### src/rtl/lsu_ram_port_if.sv
// Core-side request/response handshake and RAM-side port of the LSU front-end.
// Signal names carry the direction as seen from the LSU (i_ = into it, o_ = out of it).
interface lsu_ram_port_if #(
    parameter int ADDR_WIDTH = 32,
    parameter int DATA_WIDTH = 32
);
    logic                  i_req_valid;
    logic                  o_req_ready;
    logic                  i_req_we;
    logic [1:0]            i_req_size;
    logic                  i_req_unsigned;
    logic [ADDR_WIDTH-1:0] i_req_addr;
    logic [DATA_WIDTH-1:0] i_req_wdata;
    logic                  o_rsp_valid;
    logic                  i_rsp_ready;
    logic [DATA_WIDTH-1:0] o_rsp_rdata;
    logic                  o_rsp_err;
    logic [ADDR_WIDTH-1:0] o_ram_read_addr;
    logic [DATA_WIDTH-1:0] i_ram_read_data;
    logic                  o_ram_write_en;
    logic [3:0]            o_ram_byte_en;
    logic [ADDR_WIDTH-1:0] o_ram_write_addr;
    logic [DATA_WIDTH-1:0] o_ram_write_data;

    modport slave (
        input  i_req_valid, i_req_we, i_req_size, i_req_unsigned, i_req_addr, i_req_wdata,
        input  i_rsp_ready, i_ram_read_data,
        output o_req_ready, o_rsp_valid, o_rsp_rdata, o_rsp_err,
        output o_ram_read_addr, o_ram_write_en, o_ram_byte_en, o_ram_write_addr, o_ram_write_data
    );

    modport master (
        output i_req_valid, i_req_we, i_req_size, i_req_unsigned, i_req_addr, i_req_wdata,
        output i_rsp_ready, i_ram_read_data,
        input  o_req_ready, o_rsp_valid, o_rsp_rdata, o_rsp_err,
        input  o_ram_read_addr, o_ram_write_en, o_ram_byte_en, o_ram_write_addr, o_ram_write_data
    );
endinterface

### src/rtl/lsu_ram_port.sv
// Load/store front-end for a byte-lane local RAM with 1-cycle registered reads.
// One request in flight; stores commit before their response, loads return extended data.
module lsu_ram_port #(
    parameter int ADDR_WIDTH = 32,
    parameter int DATA_WIDTH = 32,
    parameter int WORD_COUNT = 1024
) (
    input logic           i_clk,
    input logic           i_rst_n,
    input logic           i_clk_en,
    lsu_ram_port_if.slave bus
);
    localparam int IDX_W = ADDR_WIDTH - 2;
    localparam logic [IDX_W-1:0] WORD_LIMIT = IDX_W'(WORD_COUNT);

    typedef enum logic [2:0] {IDLE, RD_ADDR, RD_DATA, WR, RESP} state_e;

    state_e                state_q, state_d;
    logic [1:0]            size_q, size_d;
    logic                  unsigned_q, unsigned_d;
    logic [1:0]            lane_q, lane_d;
    logic [ADDR_WIDTH-1:0] read_addr_q, read_addr_d;
    logic [ADDR_WIDTH-1:0] write_addr_q, write_addr_d;
    logic                  write_en_q, write_en_d;
    logic [3:0]            byte_en_q, byte_en_d;
    logic [DATA_WIDTH-1:0] write_data_q, write_data_d;
    logic                  rsp_valid_q, rsp_valid_d;
    logic                  rsp_err_q, rsp_err_d;
    logic [DATA_WIDTH-1:0] rsp_rdata_q, rsp_rdata_d;

    logic                  req_err;
    logic [3:0]            store_be;
    logic [DATA_WIDTH-1:0] store_data;
    logic [ADDR_WIDTH-1:0] word_addr;
    logic [7:0]            ld_byte;
    logic [15:0]           ld_half;
    logic [DATA_WIDTH-1:0] load_data;

    assign word_addr = {2'b00, bus.i_req_addr[ADDR_WIDTH-1:2]};

    // Request decode: legality plus the lane-replicated store image.
    always_comb begin
        // NOTE: every combinational output gets a default first so no path infers a latch.
        req_err    = 1'b0;
        store_be   = 4'b1111;
        store_data = bus.i_req_wdata;
        case (bus.i_req_size)
            2'b00: begin
                store_be   = 4'b0001 << bus.i_req_addr[1:0];
                store_data = {4{bus.i_req_wdata[7:0]}};
            end
            2'b01: begin
                req_err    = bus.i_req_addr[0];
                store_be   = bus.i_req_addr[1] ? 4'b1100 : 4'b0011;
                store_data = {2{bus.i_req_wdata[15:0]}};
            end
            2'b10:   req_err = |bus.i_req_addr[1:0];
            default: req_err = 1'b1;
        endcase
        if (bus.i_req_addr[ADDR_WIDTH-1:2] >= WORD_LIMIT) req_err = 1'b1;
    end

    always_comb begin
        ld_byte   = bus.i_ram_read_data[{lane_q, 3'b000} +: 8];
        ld_half   = lane_q[1] ? bus.i_ram_read_data[31:16] : bus.i_ram_read_data[15:0];
        load_data = bus.i_ram_read_data;
        case (size_q)
            2'b00:   load_data = {{24{~unsigned_q & ld_byte[7]}}, ld_byte};
            2'b01:   load_data = {{16{~unsigned_q & ld_half[15]}}, ld_half};
            default: load_data = bus.i_ram_read_data;
        endcase
    end

    always_comb begin
        state_d      = state_q;
        size_d       = size_q;
        unsigned_d   = unsigned_q;
        lane_d       = lane_q;
        read_addr_d  = read_addr_q;
        write_addr_d = write_addr_q;
        write_en_d   = write_en_q;
        byte_en_d    = byte_en_q;
        write_data_d = write_data_q;
        rsp_valid_d  = rsp_valid_q;
        rsp_err_d    = rsp_err_q;
        rsp_rdata_d  = rsp_rdata_q;
        case (state_q)
            IDLE: if (bus.i_req_valid) begin
                size_d     = bus.i_req_size;
                unsigned_d = bus.i_req_unsigned;
                lane_d     = bus.i_req_addr[1:0];
                if (req_err) begin
                    state_d = RESP;
                end else if (!bus.i_req_we) begin
                    read_addr_d = word_addr;
                    state_d     = RD_ADDR;
                end else begin
                    write_addr_d = word_addr;
                    write_en_d   = 1'b1;
                    byte_en_d    = store_be;
                    write_data_d = store_data;
                    state_d      = WR;
                end
            end
            WR: begin
                write_en_d  = 1'b0;
                byte_en_d   = 4'b0000;
                rsp_valid_d = 1'b1;
                rsp_rdata_d = '0;
                state_d     = RESP;
            end
            RD_ADDR: state_d = RD_DATA;
            RD_DATA: begin
                rsp_rdata_d = load_data;
                rsp_valid_d = 1'b1;
                state_d     = RESP;
            end
            RESP: begin
                // Only an error reaches RESP with no response raised yet; raise it one cycle after accept.
                if (!rsp_valid_q) begin
                    rsp_valid_d = 1'b1;
                    rsp_err_d   = 1'b1;
                    rsp_rdata_d = '0;
                end else if (bus.i_rsp_ready) begin
                    rsp_valid_d = 1'b0;
                    rsp_err_d   = 1'b0;
                    rsp_rdata_d = '0;
                    state_d     = IDLE;
                end
            end
            default: state_d = IDLE;
        endcase
    end

    always_ff @(posedge i_clk or negedge i_rst_n) begin
        if (!i_rst_n) begin
            state_q      <= IDLE;
            size_q       <= 2'b00;
            unsigned_q   <= 1'b0;
            lane_q       <= 2'b00;
            read_addr_q  <= '0;
            write_addr_q <= '0;
            write_en_q   <= 1'b0;
            byte_en_q    <= 4'b0000;
            write_data_q <= '0;
            rsp_valid_q  <= 1'b0;
            rsp_err_q    <= 1'b0;
            rsp_rdata_q  <= '0;
        end else if (i_clk_en) begin
            // NOTE: non-blocking assignments so every register samples pre-edge values.
            state_q      <= state_d;
            size_q       <= size_d;
            unsigned_q   <= unsigned_d;
            lane_q       <= lane_d;
            read_addr_q  <= read_addr_d;
            write_addr_q <= write_addr_d;
            write_en_q   <= write_en_d;
            byte_en_q    <= byte_en_d;
            write_data_q <= write_data_d;
            rsp_valid_q  <= rsp_valid_d;
            rsp_err_q    <= rsp_err_d;
            rsp_rdata_q  <= rsp_rdata_d;
        end
    end

    assign bus.o_req_ready      = (state_q == IDLE);
    assign bus.o_rsp_valid      = rsp_valid_q;
    assign bus.o_rsp_err        = rsp_err_q;
    assign bus.o_rsp_rdata      = rsp_rdata_q;
    assign bus.o_ram_read_addr  = read_addr_q;
    assign bus.o_ram_write_addr = write_addr_q;
    assign bus.o_ram_write_en   = write_en_q;
    assign bus.o_ram_byte_en    = byte_en_q;
    assign bus.o_ram_write_data = write_data_q;
endmodule
### src/flat_wrapper.sv
// flat-port wrapper written by rule: the top's interface ports become plain ports
module lsu_ram_port_flat 
#(
    parameter int ADDR_WIDTH = 32,
    parameter int DATA_WIDTH = 32,
    parameter int WORD_COUNT = 1024
)
  (i_clk, i_rst_n, i_clk_en, bus_i_req_valid, bus_i_req_we, bus_i_req_size, bus_i_req_unsigned, bus_i_req_addr, bus_i_req_wdata, bus_i_rsp_ready, bus_i_ram_read_data, bus_o_req_ready, bus_o_rsp_valid, bus_o_rsp_rdata, bus_o_rsp_err, bus_o_ram_read_addr, bus_o_ram_write_en, bus_o_ram_byte_en, bus_o_ram_write_addr, bus_o_ram_write_data);
  lsu_ram_port_if #(.ADDR_WIDTH(ADDR_WIDTH), .DATA_WIDTH(DATA_WIDTH)) bus_i ();
  input logic i_clk;
  input logic i_rst_n;
  input logic i_clk_en;
  input wire logic [$bits(bus_i.i_req_valid)-1:0] bus_i_req_valid;
  input wire logic [$bits(bus_i.i_req_we)-1:0] bus_i_req_we;
  input wire logic [$bits(bus_i.i_req_size)-1:0] bus_i_req_size;
  input wire logic [$bits(bus_i.i_req_unsigned)-1:0] bus_i_req_unsigned;
  input wire logic [$bits(bus_i.i_req_addr)-1:0] bus_i_req_addr;
  input wire logic [$bits(bus_i.i_req_wdata)-1:0] bus_i_req_wdata;
  input wire logic [$bits(bus_i.i_rsp_ready)-1:0] bus_i_rsp_ready;
  input wire logic [$bits(bus_i.i_ram_read_data)-1:0] bus_i_ram_read_data;
  output wire logic [$bits(bus_i.o_req_ready)-1:0] bus_o_req_ready;
  output wire logic [$bits(bus_i.o_rsp_valid)-1:0] bus_o_rsp_valid;
  output wire logic [$bits(bus_i.o_rsp_rdata)-1:0] bus_o_rsp_rdata;
  output wire logic [$bits(bus_i.o_rsp_err)-1:0] bus_o_rsp_err;
  output wire logic [$bits(bus_i.o_ram_read_addr)-1:0] bus_o_ram_read_addr;
  output wire logic [$bits(bus_i.o_ram_write_en)-1:0] bus_o_ram_write_en;
  output wire logic [$bits(bus_i.o_ram_byte_en)-1:0] bus_o_ram_byte_en;
  output wire logic [$bits(bus_i.o_ram_write_addr)-1:0] bus_o_ram_write_addr;
  output wire logic [$bits(bus_i.o_ram_write_data)-1:0] bus_o_ram_write_data;
  assign bus_i.i_req_valid = bus_i_req_valid;
  assign bus_i.i_req_we = bus_i_req_we;
  assign bus_i.i_req_size = bus_i_req_size;
  assign bus_i.i_req_unsigned = bus_i_req_unsigned;
  assign bus_i.i_req_addr = bus_i_req_addr;
  assign bus_i.i_req_wdata = bus_i_req_wdata;
  assign bus_i.i_rsp_ready = bus_i_rsp_ready;
  assign bus_i.i_ram_read_data = bus_i_ram_read_data;
  assign bus_o_req_ready = bus_i.o_req_ready;
  assign bus_o_rsp_valid = bus_i.o_rsp_valid;
  assign bus_o_rsp_rdata = bus_i.o_rsp_rdata;
  assign bus_o_rsp_err = bus_i.o_rsp_err;
  assign bus_o_ram_read_addr = bus_i.o_ram_read_addr;
  assign bus_o_ram_write_en = bus_i.o_ram_write_en;
  assign bus_o_ram_byte_en = bus_i.o_ram_byte_en;
  assign bus_o_ram_write_addr = bus_i.o_ram_write_addr;
  assign bus_o_ram_write_data = bus_i.o_ram_write_data;
  lsu_ram_port #(.ADDR_WIDTH(ADDR_WIDTH), .DATA_WIDTH(DATA_WIDTH), .WORD_COUNT(WORD_COUNT)) u_core (.i_clk(i_clk), .i_rst_n(i_rst_n), .i_clk_en(i_clk_en), .bus(bus_i));
endmodule
### config.mk
export PLATFORM = sky130hd
export DESIGN_NAME = lsu_ram_port_flat
export DESIGN_NICKNAME = d
export VERILOG_FILES = /design/src/rtl/lsu_ram_port_if.sv /design/src/rtl/lsu_ram_port.sv /design/src/flat_wrapper.sv
export SDC_FILE = /design/constraint.sdc
export NUM_CORES = 1
export LEC_CHECK = 0
export ABC_AREA = 1
export ABC_CLOCK_PERIOD_IN_PS = 4700
export BUFFER_PORTS_ARGS = -buffer_cell sky130_fd_sc_hd__buf_2
export CORE_ASPECT_RATIO = 0.7
export CORE_MARGIN = 4
export CORE_UTILIZATION = 54
export CTS_CLUSTER_DIAMETER = 200
export CTS_CLUSTER_SIZE = 40
export DETAILED_ROUTE_END_ITERATION = 10
export PLACE_DENSITY_LB_ADDON = 0.05
export SYNTH_ARGS = -nofsm -noshare
export SYNTH_HDL_FRONTEND = slang
export SYNTH_SLANG_ARGS = --single-unit
### constraint.sdc
create_clock -name i_clk -period 4.7 [get_ports i_clk]
set_input_delay 0.47 -clock i_clk [delete_from_list [all_inputs] [get_ports i_clk]]
set_output_delay 0.47 -clock i_clk [all_outputs]
set_load 0.05 [all_outputs]
==> metrics <==
total power=0.00347 W; VDD IR max=0.291 mV; DIE HEIGHT=99.8 um; Rows=33; Post-CTS Repair Setup Buffers=0; Reg2Reg Depth=6; CTS tree=done; Pre-antenna DRT Iters=5; final period utilization=58.5%; #FFs+latches synth=139; Area growth, synth to finish=27.3%; Final Util=70.6%; Critical Path RT=4.96 ns; final setup TNS=0 ns; Cell Area, Placed=7680 sq um; worst reg2reg startpoint=u_core.state_q[1]$_DFFE_PN0P_; Mapped Area=6510 sq um; pwr dens=419 nW/um^2; Yosys cell types=29; filler cell count=1015; initial drt markers=387; GR Overflow Total=0; NetSw=0.00120 W; flop-to-flop setup slack=1.95 ns; Final Cell Area=8280 sq um; DR WL met3=1740 um; IO Pins=241; Hold-fix buffers, CTS=0; PortBufs=236; initial antenna violation count=0; register area share after synthesis=53.5%; CTS clk-pin slew, worst paths=0.06 ns; Sw Share=34.7%; status=finished clean; die area=13900 sq um; antenna cell count=0; worst-margin pin slew=1.08 ns; Avg Cell Area, Syn=7.88 sq um; first-pass GRT wire length=28700 um; core area=11700 sq um; worst hold slack=0.0895 ns; Worst EP arrival=3.00 ns; CP Class=flop to flop; top routing layer used=met4; DP Wirelength=13100 um; pin count of the biggest net entering global routing=87; die width=139 um; layout cell share with drive strength beyond 1=28.0%; Logic pwr share=22.0%; internal power=0.00227 W; setup violators final=0; Total GRT Usage=25.9%; routed len/inst=14.6 um; Critical Path Fanout Max=28; H-tree Lvls=4; Synth warnings=0; maximum clock insertion buffer count=2; clock share of power=39.5%; MaxCap Viol Count=0; drt drc=0; Period minus WS final=2.75 ns; via count=6030; Max-slew headroom=27.9%; Routed WL=17800 um; vias in the first global route=5758; reg2reg end=u_core.bus.o_ram_read_addr[25]$_DFFE_PN0P_; total clock sinks=139; GP Congestion=0.908; fin nets=1151; fmax=0.364 GHz; Startpoint Class=flop; Final Hold Viols=0; Metal-1 WL=8070 um; clk_lat worst skew=0.42 ns; # resized after CTS=0; post-route ant nets=0; Root Driver=clkbuf_16; fin. max-slew vios=0; number of cells produced by synthesis=826; Leak=4.96 nW; RSZ-0062 raised after global routing=false; Flop pwr share=38.5%; Worst Hold Class=input pin to async pin; Critical Path End Type=flop; Clock Skews=0.00767 ns; via/cell ratio=4.96; clock buffers created by TritonCTS=17; initial cell density of the core=55.5%; metal2 WL=7780 um
## logic make-up (layout without fill, tap and decap cells)
family	count (synthesis)	after routing	synth area share [%]
AOI/OAI and AO/OA	114	114	9.63
other	1	4	0.0576
buffers and inverters	171	401	11.3
and+or+nand+nor	401	401	25.5
DFF	139	139	53.5
## critical path: stages (launching register included)
cell,delay (ns)
dfrtp_1,0.43
nor2_2,0.14
nand2_1,0.10
nor2_2,0.75
inv_1,0.19
nor2_2,0.87
nor2_1,0.10
## power by group through the flow
stage	logic [W]	clock network, W	registers, W
2_1_floorplan	0.000517	0	0.00140
6_report	0.000763	0.00137	0.00134
3_3_place_gp	0.000756	0	0.00135
5_1_grt	0.000849	0.00145	0.00135
4_1_cts	0.000760	0.00139	0.00133
3_5_place_dp	0.000757	0	0.00135
## flip-flops by register name, summed over array words and instances (netlist names)
signal,cells
u_core.lane_q,2
u_core.bus.o_ram_read_addr,30
u_core.bus.o_ram_byte_en,4
u_core.bus.o_ram_write_addr,30
u_core.bus.o_ram_write_en,1
u_core.bus.o_ram_write_data,32
u_core.bus.o_rsp_valid,1
u_core.size_q,2
u_core.bus.o_rsp_err,1
u_core.unsigned_q,1
u_core.bus.o_rsp_rdata,32
u_core.state_q,3
## how the worst max path moves through the flow
stage / cells past startpoint / endpoint / slack [ns] / start
after floorplan: 8 / u_core.bus.o_ram_byte_en[0]$_DFFE_PN0P_ / 2.94 / u_core.state_q[1]$_DFFE_PN0P_
after global placement: 9 / u_core.bus.o_ram_read_addr[24]$_DFFE_PN0P_ / 2.02 / bus_i_req_size[1]
after detailed placement: 9 / u_core.bus.o_ram_read_addr[22]$_DFFE_PN0P_ / 1.95 / bus_i_req_size[1]
after CTS: 6 / u_core.bus.o_ram_read_addr[22]$_DFFE_PN0P_ / 1.96 / u_core.state_q[1]$_DFFE_PN0P_
after global routing: 6 / u_core.bus.o_ram_read_addr[22]$_DFFE_PN0P_ / 1.63 / u_core.state_q[1]$_DFFE_PN0P_
final: 6 / u_core.bus.o_ram_read_addr[25]$_DFFE_PN0P_ / 1.95 / u_core.state_q[1]$_DFFE_PN0P_
## synthesized netlist by cell type
library cell / n / area (sq um)
nand2_1: 262 / 983
dfrtp_1: 139 / 3480
inv_1: 127 / 477
nor2_1: 73 / 274
a21oi_1: 33 / 165
o21ai_1: 32 / 160
o21ai_0: 31 / 155
nand3_1: 25 / 125
nand4_1: 17 / 106
buf_2: 16 / 80.1
nor2_2: 14 / 87.6
clkbuf_1: 12 / 45.0
a221oi_1: 8 / 70.1
buf_4: 7 / 52.6
buf_6: 6 / 67.6
o211ai_1: 6 / 45.0
nand2_2: 3 / 18.8
nand3_2: 3 / 30.0
o21a_1: 2 / 15.0
a21o_1: 1 / 7.51
clkinv_1: 1 / 3.75
clkinv_4: 1 / 8.76
conb_1: 1 / 3.75
inv_2: 1 / 3.75
nand2_4: 1 / 11.3
nor2_4: 1 / 11.3
nor3_1: 1 / 5.00
o221ai_1: 1 / 8.76
or2_2: 1 / 6.26
## stage by stage
step / worst slack (ns) / cells
after floorplan: 2.94 / 829
after global placement: 2.02 / 1184
after detailed placement: 1.95 / 1184
after CTS: 1.96 / 1216
after global routing: 1.63 / 1216
final: 1.95 / 1216
## layout by cell type, fill, tap and decap left out, drive strengths merged, types with 2 or more instances in the layout
| cell | instances |
|---|---|
| clkbuf | 17 |
| o21ai | 63 |
| dfrtp | 139 |
| o21a | 2 |
| buf | 239 |
| nand3 | 28 |
| conb | 4 |
| nor2 | 88 |
| a21oi | 33 |
| clkinv | 2 |
| nand4 | 17 |
| clkinvlp | 3 |
| o211ai | 6 |
| bufinv | 2 |
| a221oi | 8 |
| inv | 138 |
| nand2 | 266 |
## final cells by class
class                      instances  area, sq um  area share (%)
sequential                       139         3480            42.0
multi-input combinational        519         2300            27.8
timing repair buffer             239         1210            14.6
inverter                         130          493            5.95
clock buffer                      17          425            5.14
tap                              157          196            2.37
clock inverter                    15          178            2.15
## metal layers
metal | vias to the layer above | GRT usage, %
met4 | 0 | 5.94
li1 | 2987 | -
met1 | 2745 | 37.0
met3 | 15 | 8.33
met2 | 283 | 39.3
met5 | - | 0
Power figures use the tool's default switching activity.
